File: config.mk
export PLATFORM = sky130hd
export DESIGN_NAME = eqp_gate_counter_flat
export DESIGN_NICKNAME = d
export VERILOG_FILES = /design/src/rtl/dfm_pkg.sv /design/src/rtl/eqp_gate_counter_if.sv /design/src/rtl/eqp_channel.sv /design/src/rtl/eqp_gate_counter.sv /design/src/flat_wrapper.sv
export SDC_FILE = /design/constraint.sdc
export NUM_CORES = 1
export LEC_CHECK = 0
export CORE_ASPECT_RATIO = 0.7
export CORE_MARGIN = 2
export CORE_UTILIZATION = 48
export CTS_CLUSTER_SIZE = 14
export DETAILED_ROUTE_END_ITERATION = 10
export PLACE_DENSITY = 0.78
export SYNTH_ARGS = -nofsm -noshare
export SYNTH_HDL_FRONTEND = slang
export SYNTH_HIERARCHICAL = 1
export SYNTH_SLANG_ARGS = --single-unit
export TNS_END_PERCENT = 5
File: constraint.sdc
create_clock -name clk -period 2.3 [get_ports clk]
set_input_delay 0.46 -clock clk [delete_from_list [all_inputs] [get_ports clk]]
set_output_delay 0.46 -clock clk [all_outputs]
set_load 0.05 [all_outputs]
File: src/rtl/dfm_pkg.sv
// Shared types for the equal-precision frequency meter gate.
// Optional no-edge timeout is built only when DFM_TIMEOUT_EN is defined.
package dfm_pkg;

    typedef enum logic [1:0] {
        IDLE,
        ARM,
        GATE,
        DONE
    } eqp_state_t;

    localparam int DFM_CNT_W_DEF = 32;

endpackage

File: src/rtl/eqp_gate_counter_if.sv
// Result handshake bundle: per-channel valid/ack plus held counts and flags.
// master = gate counter, slave = divider/display consumer.
interface eqp_gate_counter_if
    import dfm_pkg::*;
#(
    parameter int CH    = 4,
    parameter int CNT_W = DFM_CNT_W_DEF
) ();

    logic [CH-1:0]       res_valid;
    logic [CH-1:0]       res_ack;
    logic [CH*CNT_W-1:0] nx_cnt;
    logic [CH*CNT_W-1:0] ns_cnt;
    logic [CH-1:0]       ovf;
    logic [CH-1:0]       err;

    modport master (
        output res_valid,
        output nx_cnt,
        output ns_cnt,
        output ovf,
        output err,
        input  res_ack
    );

    modport slave (
        input  res_valid,
        input  nx_cnt,
        input  ns_cnt,
        input  ovf,
        input  err,
        output res_ack
    );

endinterface

File: src/rtl/eqp_channel.sv
// One measurement channel: sync, edge detect, gate FSM, saturating counters.
// DFM_TIMEOUT_EN adds a no-edge abort counter driving err.
module eqp_channel
    import dfm_pkg::*;
#(
    parameter int CNT_W       = DFM_CNT_W_DEF,
    parameter int SYNC_STAGES = 2,
    parameter int TIMEOUT_CYC = 1000000
) (
    input  logic             clk,
    input  logic             rst_n,
    input  logic             d_in,
    input  logic             pregate,
    input  logic             pg_rise,
    input  logic             res_ack,
    output logic             realgate,
    output logic             res_valid,
    output logic [CNT_W-1:0] nx_cnt,
    output logic [CNT_W-1:0] ns_cnt,
    output logic             ovf,
    output logic             err
);

    eqp_state_t state, state_nxt;

    logic [SYNC_STAGES-1:0] sync_ff;
    logic                   sync_q_d;
    logic                   rise;
    logic                   to_hit;
    logic                   open;
    logic                   abort_arm;
    logic                   ovf_q;

    always_ff @(posedge clk or negedge rst_n) begin
        if (!rst_n) begin
            sync_ff  <= '0;
            sync_q_d <= 1'b0;
        end else begin
            sync_ff  <= {sync_ff[SYNC_STAGES-2:0], d_in};
            sync_q_d <= sync_ff[SYNC_STAGES-1];
        end
    end

    assign rise = sync_ff[SYNC_STAGES-1] & ~sync_q_d;

    always_ff @(posedge clk or negedge rst_n) begin
        if (!rst_n) state <= IDLE;
        else        state <= state_nxt;
    end

    // A closing edge wins over a timeout hitting in the same cycle.
    always_comb begin
        state_nxt = state;
        unique case (state)
            IDLE: if (pg_rise) state_nxt = ARM;
            ARM: begin
                if (!pregate)    state_nxt = IDLE;
                else if (rise)   state_nxt = GATE;
                else if (to_hit) state_nxt = DONE;
            end
            GATE: begin
                if (rise && !pregate) state_nxt = DONE;
                else if (to_hit)      state_nxt = DONE;
            end
            DONE: if (res_ack) state_nxt = IDLE;
            default: state_nxt = IDLE;
        endcase
    end

    assign open      = (state == ARM) && (state_nxt == GATE);
    assign abort_arm = (state == ARM) && (state_nxt == DONE);

    always_ff @(posedge clk or negedge rst_n) begin
        if (!rst_n) begin
            nx_cnt <= '0;
            ns_cnt <= '0;
            ovf_q  <= 1'b0;
        end else if (open || abort_arm) begin
            nx_cnt <= '0;
            ns_cnt <= '0;
            ovf_q  <= 1'b0;
        end else if (state == GATE) begin
            if (&ns_cnt) ovf_q  <= 1'b1;
            else         ns_cnt <= ns_cnt + 1'b1;
            if (rise) begin
                if (&nx_cnt) ovf_q  <= 1'b1;
                else         nx_cnt <= nx_cnt + 1'b1;
            end
        end
    end

`ifdef DFM_TIMEOUT_EN
    localparam int TO_W = $clog2(TIMEOUT_CYC + 1);

    logic [TO_W-1:0] idle_cnt;
    logic            err_q;

    assign to_hit = ((state == ARM) || (state == GATE)) && !rise &&
                    (idle_cnt == TO_W'(TIMEOUT_CYC - 1));

    always_ff @(posedge clk or negedge rst_n) begin
        if (!rst_n) begin
            idle_cnt <= '0;
            err_q    <= 1'b0;
        end else begin
            if (rise || (state_nxt != state) ||
                !((state == ARM) || (state == GATE)))
                idle_cnt <= '0;
            else
                idle_cnt <= idle_cnt + 1'b1;
            if (open)
                err_q <= 1'b0;
            else if (to_hit && (state_nxt == DONE))
                err_q <= 1'b1;
        end
    end

    assign err = err_q;
`else
    logic unused_timeout;

    assign unused_timeout = |TIMEOUT_CYC;
    assign to_hit         = 1'b0;
    assign err            = 1'b0;
`endif

    assign realgate  = (state == GATE);
    assign res_valid = (state == DONE);
    assign ovf       = ovf_q;

endmodule

File: src/rtl/eqp_gate_counter.sv
// Multi-channel equal-precision gate: f = f_clk * nx / ns per channel.
// Build with DFM_TIMEOUT_EN to enable the per-channel no-edge abort.
module eqp_gate_counter
    import dfm_pkg::*;
#(
    parameter int CH          = 4,
    parameter int CNT_W       = DFM_CNT_W_DEF,
    parameter int SYNC_STAGES = 2,
    parameter int TIMEOUT_CYC = 1000000
) (
    input  logic                clk,
    input  logic                rst_n,
    input  logic [CH-1:0]       d_in,
    input  logic                pregate,
    output logic [CH-1:0]       realgate,
    eqp_gate_counter_if.master  res
);

    logic                pg_q;
    logic                pg_rise;
    logic [CH-1:0]       valid_v;
    logic [CH-1:0]       ovf_v;
    logic [CH-1:0]       err_v;
    logic [CH*CNT_W-1:0] nx_v;
    logic [CH*CNT_W-1:0] ns_v;

    // pregate is already clk-synchronous; one flop is enough for its edge.
    always_ff @(posedge clk or negedge rst_n) begin
        if (!rst_n) pg_q <= 1'b0;
        else        pg_q <= pregate;
    end

    assign pg_rise = pregate & ~pg_q;

    for (genvar i = 0; i < CH; i++) begin : g_ch
        eqp_channel #(
            .CNT_W       (CNT_W),
            .SYNC_STAGES (SYNC_STAGES),
            .TIMEOUT_CYC (TIMEOUT_CYC)
        ) u_ch (
            .clk       (clk),
            .rst_n     (rst_n),
            .d_in      (d_in[i]),
            .pregate   (pregate),
            .pg_rise   (pg_rise),
            .res_ack   (res.res_ack[i]),
            .realgate  (realgate[i]),
            .res_valid (valid_v[i]),
            .nx_cnt    (nx_v[i*CNT_W +: CNT_W]),
            .ns_cnt    (ns_v[i*CNT_W +: CNT_W]),
            .ovf       (ovf_v[i]),
            .err       (err_v[i])
        );
    end

    assign res.res_valid = valid_v;
    assign res.nx_cnt    = nx_v;
    assign res.ns_cnt    = ns_v;
    assign res.ovf       = ovf_v;
    assign res.err       = err_v;

endmodule
File: src/flat_wrapper.sv
// flat-port wrapper written by rule: the top's interface ports become plain ports
module eqp_gate_counter_flat import dfm_pkg::*;
#(
    parameter int CH          = 4,
    parameter int CNT_W       = DFM_CNT_W_DEF,
    parameter int SYNC_STAGES = 2,
    parameter int TIMEOUT_CYC = 1000000
)
  (clk, rst_n, d_in, pregate, realgate, res_res_valid, res_nx_cnt, res_ns_cnt, res_ovf, res_err, res_res_ack);
  eqp_gate_counter_if #(.CH(CH), .CNT_W(CNT_W)) res_i ();
  input  logic clk;
  input  logic rst_n;
  input  logic [CH-1:0] d_in;
  input  logic pregate;
  output logic [CH-1:0] realgate;
  output wire logic [$bits(res_i.res_valid)-1:0] res_res_valid;
  output wire logic [$bits(res_i.nx_cnt)-1:0] res_nx_cnt;
  output wire logic [$bits(res_i.ns_cnt)-1:0] res_ns_cnt;
  output wire logic [$bits(res_i.ovf)-1:0] res_ovf;
  output wire logic [$bits(res_i.err)-1:0] res_err;
  input wire logic [$bits(res_i.res_ack)-1:0] res_res_ack;
  assign res_res_valid = res_i.res_valid;
  assign res_nx_cnt = res_i.nx_cnt;
  assign res_ns_cnt = res_i.ns_cnt;
  assign res_ovf = res_i.ovf;
  assign res_err = res_i.err;
  assign res_i.res_ack = res_res_ack;
  eqp_gate_counter #(.CH(CH), .CNT_W(CNT_W), .SYNC_STAGES(SYNC_STAGES), .TIMEOUT_CYC(TIMEOUT_CYC)) u_core (.clk(clk), .rst_n(rst_n), .d_in(d_in), .pregate(pregate), .realgate(realgate), .res(res_i));
endmodule
### Word level (Yosys, flattened, before mapping)

Index checks and enable logic that the tools add are counted.

* bits in registers: 281
* bits of input ports: 11
* output and inout bits: 272
* word-level logic and storage cells: 188

* add/subtract/negate cells: 8
* equal/unequal tests: 28
* muxes and demuxes: 72
* bitwise gates (word level): 10
* reductions and logical operators: 45

Operator list (count)
* $mux 32: 28
* $add 32x1->32 const B: 8
* $reduce_and 32->1: 8
* $mux 2: 20
* $eq 2x2->1 const B: 16
* $pmux 2 s4: 4
* $mux 1: 20
* $ne 2x2->1 const B: 8
* $reduce_bool 2->1: 8
* $logic_and 1x1->1: 12
* $reduce_and 3->1: 4
* $eq 2x1->1 const B: 4
* $logic_not 2->1: 4
* $reduce_and 2->1: 4
* $and 1x1->1: 5
* $not 1->1: 5
* $logic_or 1x1->1: 4
* $logic_not 1->1: 1

### Depth between registers and ports, before layout

* word-level depth: 10
* mapped depth: 8
* gate-level depth less buffers: 6

### Modules after synthesis

The synthesis kept the hierarchy.

Modules (own cells, without submodules)
* eqp_channel at u_core.g_ch[0].u_ch ...: times used 3, cells each 432, area each 3861.2 sq um, sequential area each 1751.7 sq um
* eqp_channel at u_core.g_ch[3].u_ch: times used 1, cells each 462, area each 3996.3 sq um, sequential area each 1751.7 sq um
* eqp_gate_counter: times used 1, cells each 2, area each 38.8 sq um, sequential area each 25.0 sq um

### Worst setup path before layout

No wires, ideal clock.

* kind: register to register
* from: register u_core.g_ch[0].u_ch.ns_cnt[5]
* to: register u_core.g_ch[0].u_ch.ns_cnt[27]
* setup time: 0.077 ns
* arrival: 2.560 ns
* required time: 2.223 ns
* setup slack: -0.338 ns
* cell stages (with the launch flop): 7
* path buffers: 1
* clock period less this slack: 2.638 ns
* cell sequence: dfrtp_1 -> nand3_2 -> or4_4 -> or4_1 -> buf_2 -> or4_1 -> a21oi_1

* longest elaborated chain between the ends: 4
* elaborated cells on any way between the ends: 7
* classes of those cells: add/sub: 1; eq/ne: 1; mux: 3; reduce/logical: 2

Ends and longest elaborated chain
* start: declaration: RTL line eqp_channel.sv:19 `output logic [CNT_W-1:0] ns_cnt,`
* start signal: assignment: RTL line eqp_channel.sv:84 `else ns_cnt <= ns_cnt + 1'b1;`
* $add 32x1->32: RTL line eqp_channel.sv:84
* $mux 32: RTL line eqp_channel.sv:83 `if (&ns_cnt) ovf_q <= 1'b1;`
* $mux 32: RTL line eqp_channel.sv:82 `end else if (state == GATE) begin`
* $mux 32: RTL line eqp_channel.sv:78 `end else if (open || abort_arm) begin`

Parallel ways exist; a longest one is shown, timed or not. The select of a mux whose other input is x is not followed.
A chain may end at the register's enable or synchronous reset.

### Worst setup path after layout

* from: register u_core.g_ch[1].u_ch.ns_cnt[5]
* to: register u_core.g_ch[1].u_ch.ns_cnt[23]

* longest elaborated chain between the ends: 4
* elaborated cells on any way between the ends: 7
* classes of those cells: add/sub: 1; eq/ne: 1; mux: 3; reduce/logical: 2

Ends and longest elaborated chain (RTL line)
* start: declaration: eqp_channel.sv:19
* start signal: assignment: eqp_channel.sv:84
* $add 32x1->32: eqp_channel.sv:84
* $mux 32: eqp_channel.sv:83
* $mux 32: eqp_channel.sv:82
* $mux 32: eqp_channel.sv:78

Parallel ways exist; a longest one is shown, timed or not. The select of a mux whose other input is x is not followed.

==> metrics.cfg <==
[synth]
synthDistinctLibCells=61
synth_nets=1779
netlist_area_sq_mm=0.0156
ys_ff_latch=281
synth_flop_cell=dfrtp_1
synth-edff-count=0
postSynthCellCount=1760
async_reset_ff_frac=1.00
ys_seq_area_frac=0.450
avgSynthCellArea_sq_um=8.87
ys_warn_count=6

[power_and_ir_drop]
powerDensity_mw_per_mm2=742
max-vdd-ir-drop_v=0.000799
leakage_uw=0.00994

[global_routing]
grt_pass1_wl_um=79700
grt_use_total=0.283
grt_max_degree=64
grt_pass1_vias=15500
gr-total-overflow=0
antenna_found_initial=2

[clock_tree]
cts_max_path_buffers=3
ctsRootBufferMaster=clkbuf_16
clock_latency_ns=0.56
cts_buffers=29
cts.sinks=281
cts.clk_slew.worst_paths_ns=0.06
cts_tree=yes
h-tree-depth=1

[worst_setup_path]
critPathLaunchType=flop
crit_path_end_kind=flop
timing.rr.start=u_core/g_ch[1].u_ch/ns_cnt[5]$_DFFE_PN0P_
r2r_slack_ns=0.02
critPathArrivalTime_ns=2.76
cp_max_fo=8
reg2reg_to=u_core/g_ch[1].u_ch/ns_cnt[23]$_DFFE_PN0P_
required_ns=2.77
reg2regPathDepth=5
path_class=flop to flop

[route]
drt_iter0_drc=1594
viasPerCell=6.14
drc=0
antenna_left=0
detail_route.first_pass.iterations=7
routed_wirelength_um=49500
dr_total_vias=16500
wire_per_inst_um=18.4

[layout]
stdcell_count=2688
layout-drive-gt1-share=0.209
multi_input_area_sq_mm=0.00834
seq_area_sq_mm=0.00713
areaGrowthSynthToFinish_pct=39.0
nFillCells=2605
n_antenna_cell=0
nNetsFinal=2258
stdcell_area_sq_mm=0.0217

[sta]
fin_crit_ns=2.28
report.final.slew_viol_count=0
hold_viol=0
fmax_ghz=0.438
slew_headroom=0.588
fin_crit_sh=0.993
fin_skew_ns=0.0187
tightest_slew_ns=0.612
rsz0062_at_grt=yes
setup_viol=0

[outcome]
status=finished clean

[place]
portBuffers=278
place_area_sq_mm=0.0206
place_congestion=0.910
dp_hpwl_um=35800
dp.cells=2630

[die]
num_io_pins=283
fp-row-count=55
dieArea_sq_mm=0.0340
fp.dieH_um=155
start_util=0.485
core_sq_mm=0.0322
fp.dieW_um=220

[worst_hold_path]
worst_hold_path.endpoint=u_core/g_ch[0].u_ch/sync_ff[0]$_DFF_PN0_
min_from=d_in[0]
hold_depth=1
hold_class=input pin to flop

[flow_run]
drv_cap=0

## power breakdown
part           switching [uW]  internal (uW)  total (uW)
Clock                    2000           2880        4870
Combinational            3430           1710        5140
Sequential                652           5440        6090
Total                    6080          10000       16100
## cell usage after synthesis, types with 7 or more instances
cell type  instances  area [sq um]
dfrtp_1          281          7030
a21oi_1          195           976
nand2_1          172           646
o21ai_0          129           646
or3_1            113           707
or4_1            100           751
nand3_1           92           460
nand4_1           91           569
nor2_1            83           312
o31ai_1           70           526
clkbuf_1          44           165
nor3_1            31           155
and3_1            29           181
and2_1            26           163
and4_1            26           228
inv_1             23          86.3
o211ai_1          23           173
nand2b_1          20           125
nor4_1            16           100
o21ai_1           13          65.1
buf_2             11          55.1
mux2i_1           11           110
buf_4             10          75.1
xor2_1            10          87.6
a31o_2             9          78.8
nand3b_1           9          67.6
or2_2              9          56.3
a211oi_1           8          60.1
ha_1               8           100
o311ai_0           8          70.1
xnor2_1            8          70.1
or4b_2             7          70.1
## worst max path at each step
stage               slack, ns  depth (start not counted)                                          to                                       start
floorplan               -0.13                          6  u_core/g_ch[0].u_ch/ns_cnt[27]$_DFFE_PN0P_   u_core/g_ch[0].u_ch/ns_cnt[5]$_DFFE_PN0P_
global placement        -0.48                          7  u_core/g_ch[2].u_ch/ns_cnt[27]$_DFFE_PN0P_                                     pregate
detailed placement      -0.51                          7  u_core/g_ch[2].u_ch/ns_cnt[27]$_DFFE_PN0P_                                     pregate
CTS                    0.0001                          1                             res_nx_cnt[120]  u_core/g_ch[3].u_ch/nx_cnt[24]$_DFFE_PN0P_
global route            -0.06                          5  u_core/g_ch[0].u_ch/nx_cnt[25]$_DFFE_PN0P_   u_core/g_ch[0].u_ch/nx_cnt[6]$_DFFE_PN0P_
finish                   0.02                          5  u_core/g_ch[1].u_ch/ns_cnt[23]$_DFFE_PN0P_   u_core/g_ch[1].u_ch/ns_cnt[5]$_DFFE_PN0P_
## metrics by stage
stage / util / TNS, ns / total power, uW / hold slack (ns) / setup slack, ns
after floorplan: - / -6.68 / 9090 / 0.164 / -0.131
after global placement: 0.641 / -49.37 / 11300 / 0.333 / -0.484
after detailed placement: 0.641 / -57.85 / 11500 / 0.336 / -0.509
after CTS: 0.666 / 0 / 16100 / 0.317 / 0.000125
after global routing: 0.674 / -0.398 / 16800 / 0.346 / -0.0581
final: 0.674 / 0 / 16100 / 0.335 / 0.0169
## placed cells by master, fill, tap and decap left out, types with 29 or more instances in the layout
| master | n |
|---|---|
| o31ai_1 | 69 |
| nand4_1 | 91 |
| or3_1 | 112 |
| dlygate4sd2_1 | 150 |
| dfrtp_1 | 204 |
| dfrtp_2 | 77 |
| dlymetal6s2s_1 | 45 |
| clkdlybuf4s50_1 | 71 |
| nor3_1 | 29 |
| and3_1 | 29 |
| clkbuf_16 | 29 |
| or4_1 | 89 |
| nand2_1 | 172 |
| nand3_1 | 91 |
| buf_4 | 244 |
| o21ai_0 | 128 |
| nor2_1 | 78 |
| a21oi_1 | 191 |
## cell type report
class	instances	area share
clock buffers	43	0.0391
inverters	23	0.00467
clock inverters	10	0.00594
well taps	427	0.0246
multi-input cells	1381	0.384
flip-flops and latches	281	0.328
repair buffers	523	0.213
## registers in the layout, summed over array words and instances, names as in the netlist
| register | cells |
|---|---|
| u_core/g_ch.u_ch/ns_cnt | 128 |
| u_core/g_ch.u_ch/nx_cnt | 128 |
| u_core/g_ch.u_ch/ovf | 4 |
| u_core/g_ch.u_ch/state | 8 |
| u_core/g_ch.u_ch/sync_ff | 8 |
| u_core/g_ch.u_ch/sync_q_d | 4 |
| u_core/pg_q | 1 |
## per-layer routing
| layer | vias up | routed length, um | global-route usage |
|---|---|---|---|
| met5 | - | 13 | 0 |
| met4 | 2 | 1330 | 0.0786 |
| met3 | 90 | 3780 | 0.0471 |
| met2 | 663 | 23000 | 0.454 |
| met1 | 8048 | 21300 | 0.400 |
| li1 | 7699 | - | - |
## cell families (layout without fill, tap and decap cells)
family	count (synthesis)	in the layout	share of synthesized area
compound gates	473	473	0.176
xor+xnor	18	18	0.0101
fa+ha+maj	8	8	0.00641
buf+inv	98	599	0.0308
flops	281	281	0.450
mux	11	11	0.00705
other cells	4	4	0.000961
simple gates	867	867	0.319
## worst max-delay path: stages (launching register included)
cell and delay, ns:
dfrtp_2 0.38, nand3_4 0.08, or4_4 0.55, or4_4 0.59, or4_4 0.43, a21oi_1 0.16
## what timing repair did
item,CTS,global route
setup buffers,0,4
resized for setup,153,75
hold endpoints to repair,42,0
hold buffers,1,0
pin swaps,0,17
gates cloned,0,0
setup endpoints to repair,156,105
(Power assumes the default switching activity.)
